[src/rtl/route_hop_reader.sv]
// ----------------------------------------------------------------------------
// route_hop_reader
//
// Consumer end of the router's hop-stack interface. The routing engine pushes
// one {pe, dir} hop record per routing step and then either commits the
// finished edge or aborts it. On commit the stored hops are replayed in push
// order over a valid/ready stream. Each replayed hop is annotated with the
// neighbour PE in its direction, a last-hop flag and a grid-boundary error.
//
// Ports:
//   clk, reset            clock, synchronous active-high reset
//   wr_valid/wr_ready     hop push handshake; wr_pe, wr_dir carry the hop
//   commit, abort         single-cycle edge-complete / discard pulses
//   hop_valid/hop_ready   replay stream handshake
//   hop_pe, hop_dir       replayed hop record
//   hop_next_pe           neighbour PE in hop_dir (equals hop_pe on error)
//   hop_last              final hop of the edge
//   hop_err               hop_dir leaves the grid, or hop_pe is off-grid
//   edge_count            edges fully drained (wraps 255 -> 0)
//   overflow              sticky: a push was dropped because the store was full
// ----------------------------------------------------------------------------
module route_hop_reader #(
    parameter int DEPTH  = 8,
    parameter int GRID_W = 4,
    parameter int GRID_H = 4,
    parameter int PE_W   = 4
) (
    input  logic            clk,
    input  logic            reset,
    input  logic            wr_valid,
    output logic            wr_ready,
    input  logic [PE_W-1:0] wr_pe,
    input  logic [1:0]      wr_dir,
    input  logic            commit,
    input  logic            abort,
    output logic            hop_valid,
    input  logic            hop_ready,
    output logic [PE_W-1:0] hop_pe,
    output logic [1:0]      hop_dir,
    output logic [PE_W-1:0] hop_next_pe,
    output logic            hop_last,
    output logic            hop_err,
    output logic [7:0]      edge_count,
    output logic            overflow
);

    localparam int PTR_W = $clog2(DEPTH);
    localparam int CNT_W = PTR_W + 1;
    localparam logic [CNT_W-1:0] DEPTH_C = CNT_W'(DEPTH);

    localparam logic [0:0] S_FILL  = 1'b0;
    localparam logic [0:0] S_DRAIN = 1'b1;

    localparam logic [1:0] DIR_BOT   = 2'd0;
    localparam logic [1:0] DIR_TOP   = 2'd1;
    localparam logic [1:0] DIR_LEFT  = 2'd2;
    localparam logic [1:0] DIR_RIGHT = 2'd3;

    logic [0:0]       r_state;
    logic [CNT_W-1:0] r_count;     // also serves as the write pointer
    logic [PTR_W-1:0] r_rd_ptr;
    logic [7:0]       r_edge_count;
    logic             r_overflow;

    logic [PE_W-1:0]  r_mem_pe  [DEPTH];
    logic [1:0]       r_mem_dir [DEPTH];

    logic w_fill;
    logic w_push;
    int   w_pe_i;
    int   w_col;
    int   w_row;
    int   w_next_i;
    logic w_err;

    assign w_fill   = (r_state == S_FILL);
    assign wr_ready = w_fill && (r_count < DEPTH_C);
    assign w_push   = wr_valid && wr_ready;

    assign hop_valid  = (r_state == S_DRAIN);
    assign hop_pe     = r_mem_pe[r_rd_ptr];
    assign hop_dir    = r_mem_dir[r_rd_ptr];
    assign hop_last   = ({1'b0, r_rd_ptr} == (r_count - CNT_W'(1)));
    assign edge_count = r_edge_count;
    assign overflow   = r_overflow;

    // Neighbour lookup on the PE currently at the head of the replay.
    // Off-grid moves leave the PE unchanged and flag hop_err.
    always_comb begin
        w_pe_i   = int'(hop_pe);
        w_col    = w_pe_i % GRID_W;
        w_row    = w_pe_i / GRID_W;
        w_next_i = w_pe_i;
        w_err    = 1'b0;
        if (w_pe_i >= GRID_W * GRID_H) begin
            w_err = 1'b1;
        end else begin
            case (hop_dir)
                DIR_RIGHT: if (w_col == GRID_W - 1) w_err = 1'b1; else w_next_i = w_pe_i + 1;
                DIR_LEFT:  if (w_col == 0)          w_err = 1'b1; else w_next_i = w_pe_i - 1;
                DIR_TOP:   if (w_row == 0)          w_err = 1'b1; else w_next_i = w_pe_i - GRID_W;
                DIR_BOT:   if (w_row == GRID_H - 1) w_err = 1'b1; else w_next_i = w_pe_i + GRID_W;
                default:   w_err = 1'b1;
            endcase
        end
    end

    assign hop_next_pe = PE_W'(w_next_i);
    assign hop_err     = w_err;

    // NOTE: the hop store carries no reset; count/pointers define which
    // entries are live, so stale contents are never observed.
    always_ff @(posedge clk) begin
        if (w_push && !abort) begin
            r_mem_pe[r_count[PTR_W-1:0]]  <= wr_pe;
            r_mem_dir[r_count[PTR_W-1:0]] <= wr_dir;
        end
    end

    // NOTE: all state updates use non-blocking assignments so every branch
    // sees the pre-edge values of r_count/r_rd_ptr regardless of order.
    always_ff @(posedge clk) begin
        if (reset) begin
            r_state      <= S_FILL;
            r_count      <= '0;
            r_rd_ptr     <= '0;
            r_edge_count <= '0;
            r_overflow   <= 1'b0;
        end else begin
            case (r_state)
                S_FILL: begin
                    if (wr_valid && !wr_ready) r_overflow <= 1'b1;
                    // Abort wins over a same-cycle commit and swallows any push.
                    if (abort) begin
                        r_count <= '0;
                    end else begin
                        if (w_push) r_count <= r_count + CNT_W'(1);
                        // A push accepted in the commit cycle belongs to the edge.
                        if (commit && ((r_count != '0) || w_push)) begin
                            r_state  <= S_DRAIN;
                            r_rd_ptr <= '0;
                        end
                    end
                end
                S_DRAIN: begin
                    if (hop_ready) begin
                        r_rd_ptr <= r_rd_ptr + PTR_W'(1);
                        if (hop_last) begin
                            r_state      <= S_FILL;
                            r_count      <= '0;
                            r_edge_count <= r_edge_count + 8'd1;
                        end
                    end
                end
                default: r_state <= S_FILL;
            endcase
        end
    end

endmodule

[config.mk]
export PLATFORM = sky130hd
export DESIGN_NAME = route_hop_reader
export DESIGN_NICKNAME = d
export VERILOG_FILES = /design/src/rtl/route_hop_reader.sv
export SDC_FILE = /design/constraint.sdc
export NUM_CORES = 1
export LEC_CHECK = 0
export BUFFER_PORTS_ARGS = -buffer_cell sky130_fd_sc_hd__clkbuf_2
export CAP_MARGIN = 30
export CORE_ASPECT_RATIO = 0.5
export CORE_UTILIZATION = 35
export DETAILED_ROUTE_END_ITERATION = 10
export PLACE_DENSITY = 0.53
export SYNTH_ARGS = -nofsm -noshare
export SYNTH_HDL_FRONTEND = slang
export SYNTH_SLANG_ARGS = --single-unit
[constraint.sdc]
create_clock -name clk -period 6.7 [get_ports clk]
set_clock_uncertainty 0.05 [all_clocks]
set_input_delay 1.005 -clock clk [delete_from_list [all_inputs] [get_ports clk]]
set_output_delay 1.005 -clock clk [all_outputs]
set_load 0.02 [all_outputs]
# == Yosys cells after proc, flatten, opt, wreduce, memory -nomap -nowiden ==
# Memory sizes are Yosys's and may differ from the RTL's. A register that Yosys moved wholly into a read port is not among the register bits.
# Index checks and enable logic that the tools add are counted.
# totals
inputBits,12
word_cells,74
ramBits,48
register_bits,17
output_inout_bits,23
memories,2
# op_classes
n_eq_ne,11
mux,30
n_lt_le_gt_ge,1
reduce_logical,16
add_sub_neg,8
bitwise_logic,1
# mem_list
name,words,word_bits,read_ports,rd_clocked_by_memory_dff,wr,line_no,source
r_mem_pe,8,4,1,1,1,65,logic [PE_W-1:0] r_mem_pe [DEPTH];
r_mem_dir,8,2,1,1,1,66,logic [1:0] r_mem_dir [DEPTH];
# op_table
operator,count
$logic_not 32->1,2
$mux 4,8
$mux 3,7
$pmux 4 s4,1
$mux 1,10
$reduce_and 3->1,3
$add 4x1->4 const B,2
$add 8x1->8 const B,1
$pmux 4 s2,1
$sub 4x1->4 const B,2
$eq 2x1->1 const B,3
$ne 2x2->1 const B,3
$pmux 3 s2,1
$logic_and 1x1->1,5
$add 4x3->4 const B,1
$eq 2x2->1 const B,2
$eq 3x4->1,1
$lt 4x4->1 const B,1
$pmux 1 s4,1
$reduce_bool 4->1,1
$sub 4x3->4 const B,1
$add 3x1->3 const B,1
$ne 3x2->1 const B,1
$logic_not 1->1,2
other kinds (6),6

# == Logic depth before layout (Yosys ltp) ==
# logic_depth
depth_word,10
ltp_mapped,8
depth_no_buf,7

# == Worst setup path after synthesis ==
# Ideal clock, no wire load.
# synth_path
path_type,flip-flop to output port
start,register with a tool-made name
end,output port hop_err
stages_incl_launch_ff,7
arrival_ps,1982
slack_ps,3663
t_required_ps,5645
path_buffers,1
path_cell_list,dfxtp_1 buf_6 mux4_1 mux2i_1 inv_1 or3_1 nand3_1
# synth_lines
element,line_no,source
"end, declared",42,"output logic hop_err,"

==> reports/results.ini <==
[layout]
layout.cells.most_common=sky130_fd_sc_hd__edfxtp_1
layout_common_cells=sky130_fd_sc_hd__edfxtp_1, sky130_fd_sc_hd__clkbuf_2, sky130_fd_sc_hd__nor2_1, sky130_fd_sc_hd__dfxtp_1, sky130_fd_sc_hd__a21oi_1
num_antenna_cells=0
multiInputGateArea_mm2=0.00108
final_layout_size_suffix_gt1_frac=0.256
area_growth_syn_to_layout_pct=20.0
finish.net_count=269
fill_cells=760
seqCellArea_mm2=0.00184

[timing]
finalCriticalPeriod_ns=3.82
finalHoldViolations=0
final-setup-viol-count=0
rsz_0062_raised_after_global_routing=no
slew_viol_final=0
setup-tns-final_ns=0
hold_slack_ns=0.447
fmax_mhz=262
layout_worst_path_cycle_share=0.570
worst-slew-pin-transition_ns=0.820
slew-limit-headroom=0.451

[clock_network]
clk_path_buf_depth=2
cts.repair.resized=0
cts_num_sinks=68
cts_root_buffer=sky130_fd_sc_hd__clkbuf_16
cts.htree.levels=3
cts_inserted_buffers=9
clock_latency_ns=0.32
post_cts_buffers=0
cts.reportedPaths.clkPinSlew_ns=0.05
tritoncts=done
cts_hold_repair.buffers=0

[logic_synthesis]
synthesis.instances=215
synthesis.area_mm2=0.00301
ys_seq_area_frac=0.613
synth_top_area_share=0.479
synth_area_leader_cell=sky130_fd_sc_hd__edfxtp_1
post_synth_fa_ha_maj_area_fraction=0.0166
ys_async_sr_fraction=0
yosys_register_bits=68
synth_flop_cell=sky130_fd_sc_hd__edfxtp_1
postSynthNetCount=231
synthesis.area_per_instance_um2=14.0
unique_cell_type_count_in_the_yosys_netlist=44
yosys-mux-area-fraction=0.133
yosysWarningCount=0
synth_area_in_simple_gates=0.120
synthesized_area_fraction_occupied_by_ao_oa_aoi_and_oai_cells=0.0749
combinational_family_with_the_most_area_after_synthesis=multiplexers
synth-edff-count=48
synthXorXnorAreaFrac=0.0146
top_area_cells_in_the_synthesized_netlist=sky130_fd_sc_hd__edfxtp_1, sky130_fd_sc_hd__dfxtp_1, sky130_fd_sc_hd__mux4_1, sky130_fd_sc_hd__nor2_1, sky130_fd_sc_hd__a21oi_1

[setup_path]
timing.critical_path.buf_inv=1
reg2regPathDepth=8
cp_cell_sequence=mux4_2 > mux2_2 > nand2b_4 > or3_1 > nand3_1 > clkbuf_2
r2r_setup_slack_ns=4.32
crit_path_max_incr_delay_ns=0.76
cp-start-kind=register
worstPathArrival_ns=2.76
critPathMaxFanout=12
wp_data_required_ns=5.64
worst_setup_path_end=hop_err
worst_r2r_startpoint=r_count[1]
criticalPathCategory=reg2out
reg_to_reg_endpoint=edge_count[7]
crit_path_end_kind=output port
critical_path.top_delay_family=multiplexers
worst-path-stages=6
crit_path_top_delay_cell=sky130_fd_sc_hd__dfxtp_1

[global_route]
grt_start_max_net_pins=18
first_global_vias=1811
grt_remaining_overflow=0
antenna_violations_before_repair=0
grt_first_pass_wirelength_um=9090
grt_use_total=0.139

[routing]
avgViaCountPerCell=5.06
detailedRoute.firstIterationViolations=103
wire_per_inst_um=15.5
drt-pass1-iter-count=4
drt_antenna_net_count=0
via_total_after_detailed_routing=1874
post-route-drc-count=0
route.final.wire_length_um=5750

[pwr]
irDropWorstVdd_v=0.000164
powerDensity_mw_per_mm2=280
leakagePower_nw=1.25

[placement]
detailed_place_hpwl_um=3940
io_buffer_count=34
routability_congestion=0.798

[min_path]
worstHoldPathType=reg2reg

[die]
die_width_um=133
fp.coreArea_mm2=0.00817
die_h_um=67.5
start_util=0.368
floorplan.io_pins=35
die_area_mm2=0.00899
placementRows=23

[flow_run]
maxCapViolCount=0

[outcome]
status=complete, no violations

==> how the worst min path moves through the flow <==
stage | cells after the start | slack, ns | start | to
2_1_floorplan | 2 | 0.44 | r_rd_ptr[1] | register
3_3_place_gp | 2 | 0.42 | overflow | overflow
3_5_place_dp | 2 | 0.43 | overflow | overflow
4_1_cts | 2 | 0.45 | edge_count[7] | edge_count[7]
5_1_grt | 2 | 0.48 | edge_count[7] | edge_count[7]
6_report | 2 | 0.45 | edge_count[7] | edge_count[7]
==> worst reg2reg max path, stage by stage (launching register included) <==
cell and delay, ns:
sky130_fd_sc_hd__dfxtp_1 0.45, sky130_fd_sc_hd__inv_1 0.12, sky130_fd_sc_hd__ha_1 0.22, sky130_fd_sc_hd__xnor2_1 0.22, sky130_fd_sc_hd__nor4b_2 0.30, sky130_fd_sc_hd__o31ai_1 0.10
sky130_fd_sc_hd__buf_4 0.19, sky130_fd_sc_hd__or4_1 0.52, sky130_fd_sc_hd__a21oi_1 0.15
==> power by group <==
part           switching, W  internal (W)  leakage [nW]  total [W]
registers        0.00000333      0.000453         0.595   0.000457
clock network      0.000168      0.000328         0.156   0.000496
logic             0.0000356     0.0000206         0.504  0.0000563
total              0.000207      0.000802          1.25    0.00101
==> synth_stat cells (3+ instances only) <==
master,n
sky130_fd_sc_hd__or3_1,4
sky130_fd_sc_hd__buf_2,3
sky130_fd_sc_hd__o21ai_0,6
sky130_fd_sc_hd__a31oi_1,3
sky130_fd_sc_hd__nor3_1,4
sky130_fd_sc_hd__nand3_1,12
sky130_fd_sc_hd__clkbuf_1,5
sky130_fd_sc_hd__mux2_2,3
sky130_fd_sc_hd__nor2_1,20
sky130_fd_sc_hd__edfxtp_1,48
sky130_fd_sc_hd__nand2_1,9
sky130_fd_sc_hd__inv_1,7
sky130_fd_sc_hd__a21oi_1,13
sky130_fd_sc_hd__o31ai_1,4
sky130_fd_sc_hd__mux4_1,10
sky130_fd_sc_hd__or4_1,3
sky130_fd_sc_hd__ha_1,4
sky130_fd_sc_hd__dfxtp_1,20
sky130_fd_sc_hd__xnor2_1,4
sky130_fd_sc_hd__nand2b_1,3
==> cell type report <==
type | instances | share of cell area
clock buffers | 9 | 0.0624
clock inverters | 7 | 0.0274
inverters | 8 | 0.00832
multi-input cells | 129 | 0.299
flip-flops and latches | 68 | 0.511
well taps | 112 | 0.0388
repair buffers | 37 | 0.0534
==> per-layer routing <==
layer | GRT usage | share of wire
met1 | 0.166 | 0.47
met2 | 0.247 | 0.47
met3 | 0.0360 | 0.055
met4 | 0.0517 | 0.0068
met5 | 0 | 0
==> flip-flops by register name (all words and copies together) (netlist names), named ones only <==
name,cells
r_mem_dir,16
r_count,4
r_mem_pe,32
overflow,1
r_rd_ptr,3
hop_valid,1
edge_count,8
==> through the flow <==
step	setup slack (ns)	area [um^2]	instances	utilization	total power, W
after global placement	3.24	3280	353	0.401	0.000521
after floorplan	3.66	3010	215	-	0.000503
final	2.88	3610	370	0.441	0.00101
after CTS	2.82	3610	370	0.441	0.00102
after global routing	2.71	3610	370	0.441	0.00104
after detailed placement	3.18	3280	354	0.402	0.000522
==> logic make-up (layout without fill, tap and decap cells) <==
group,count (synthesis),count (layout)
compound gates,36,36
xor+xnor,5,5
fa+ha+maj,4,4
buf+inv,18,61
flops,68,68
mux,19,19
simple gates,65,65
Note: power is estimated with default switching activity, not from simulation.
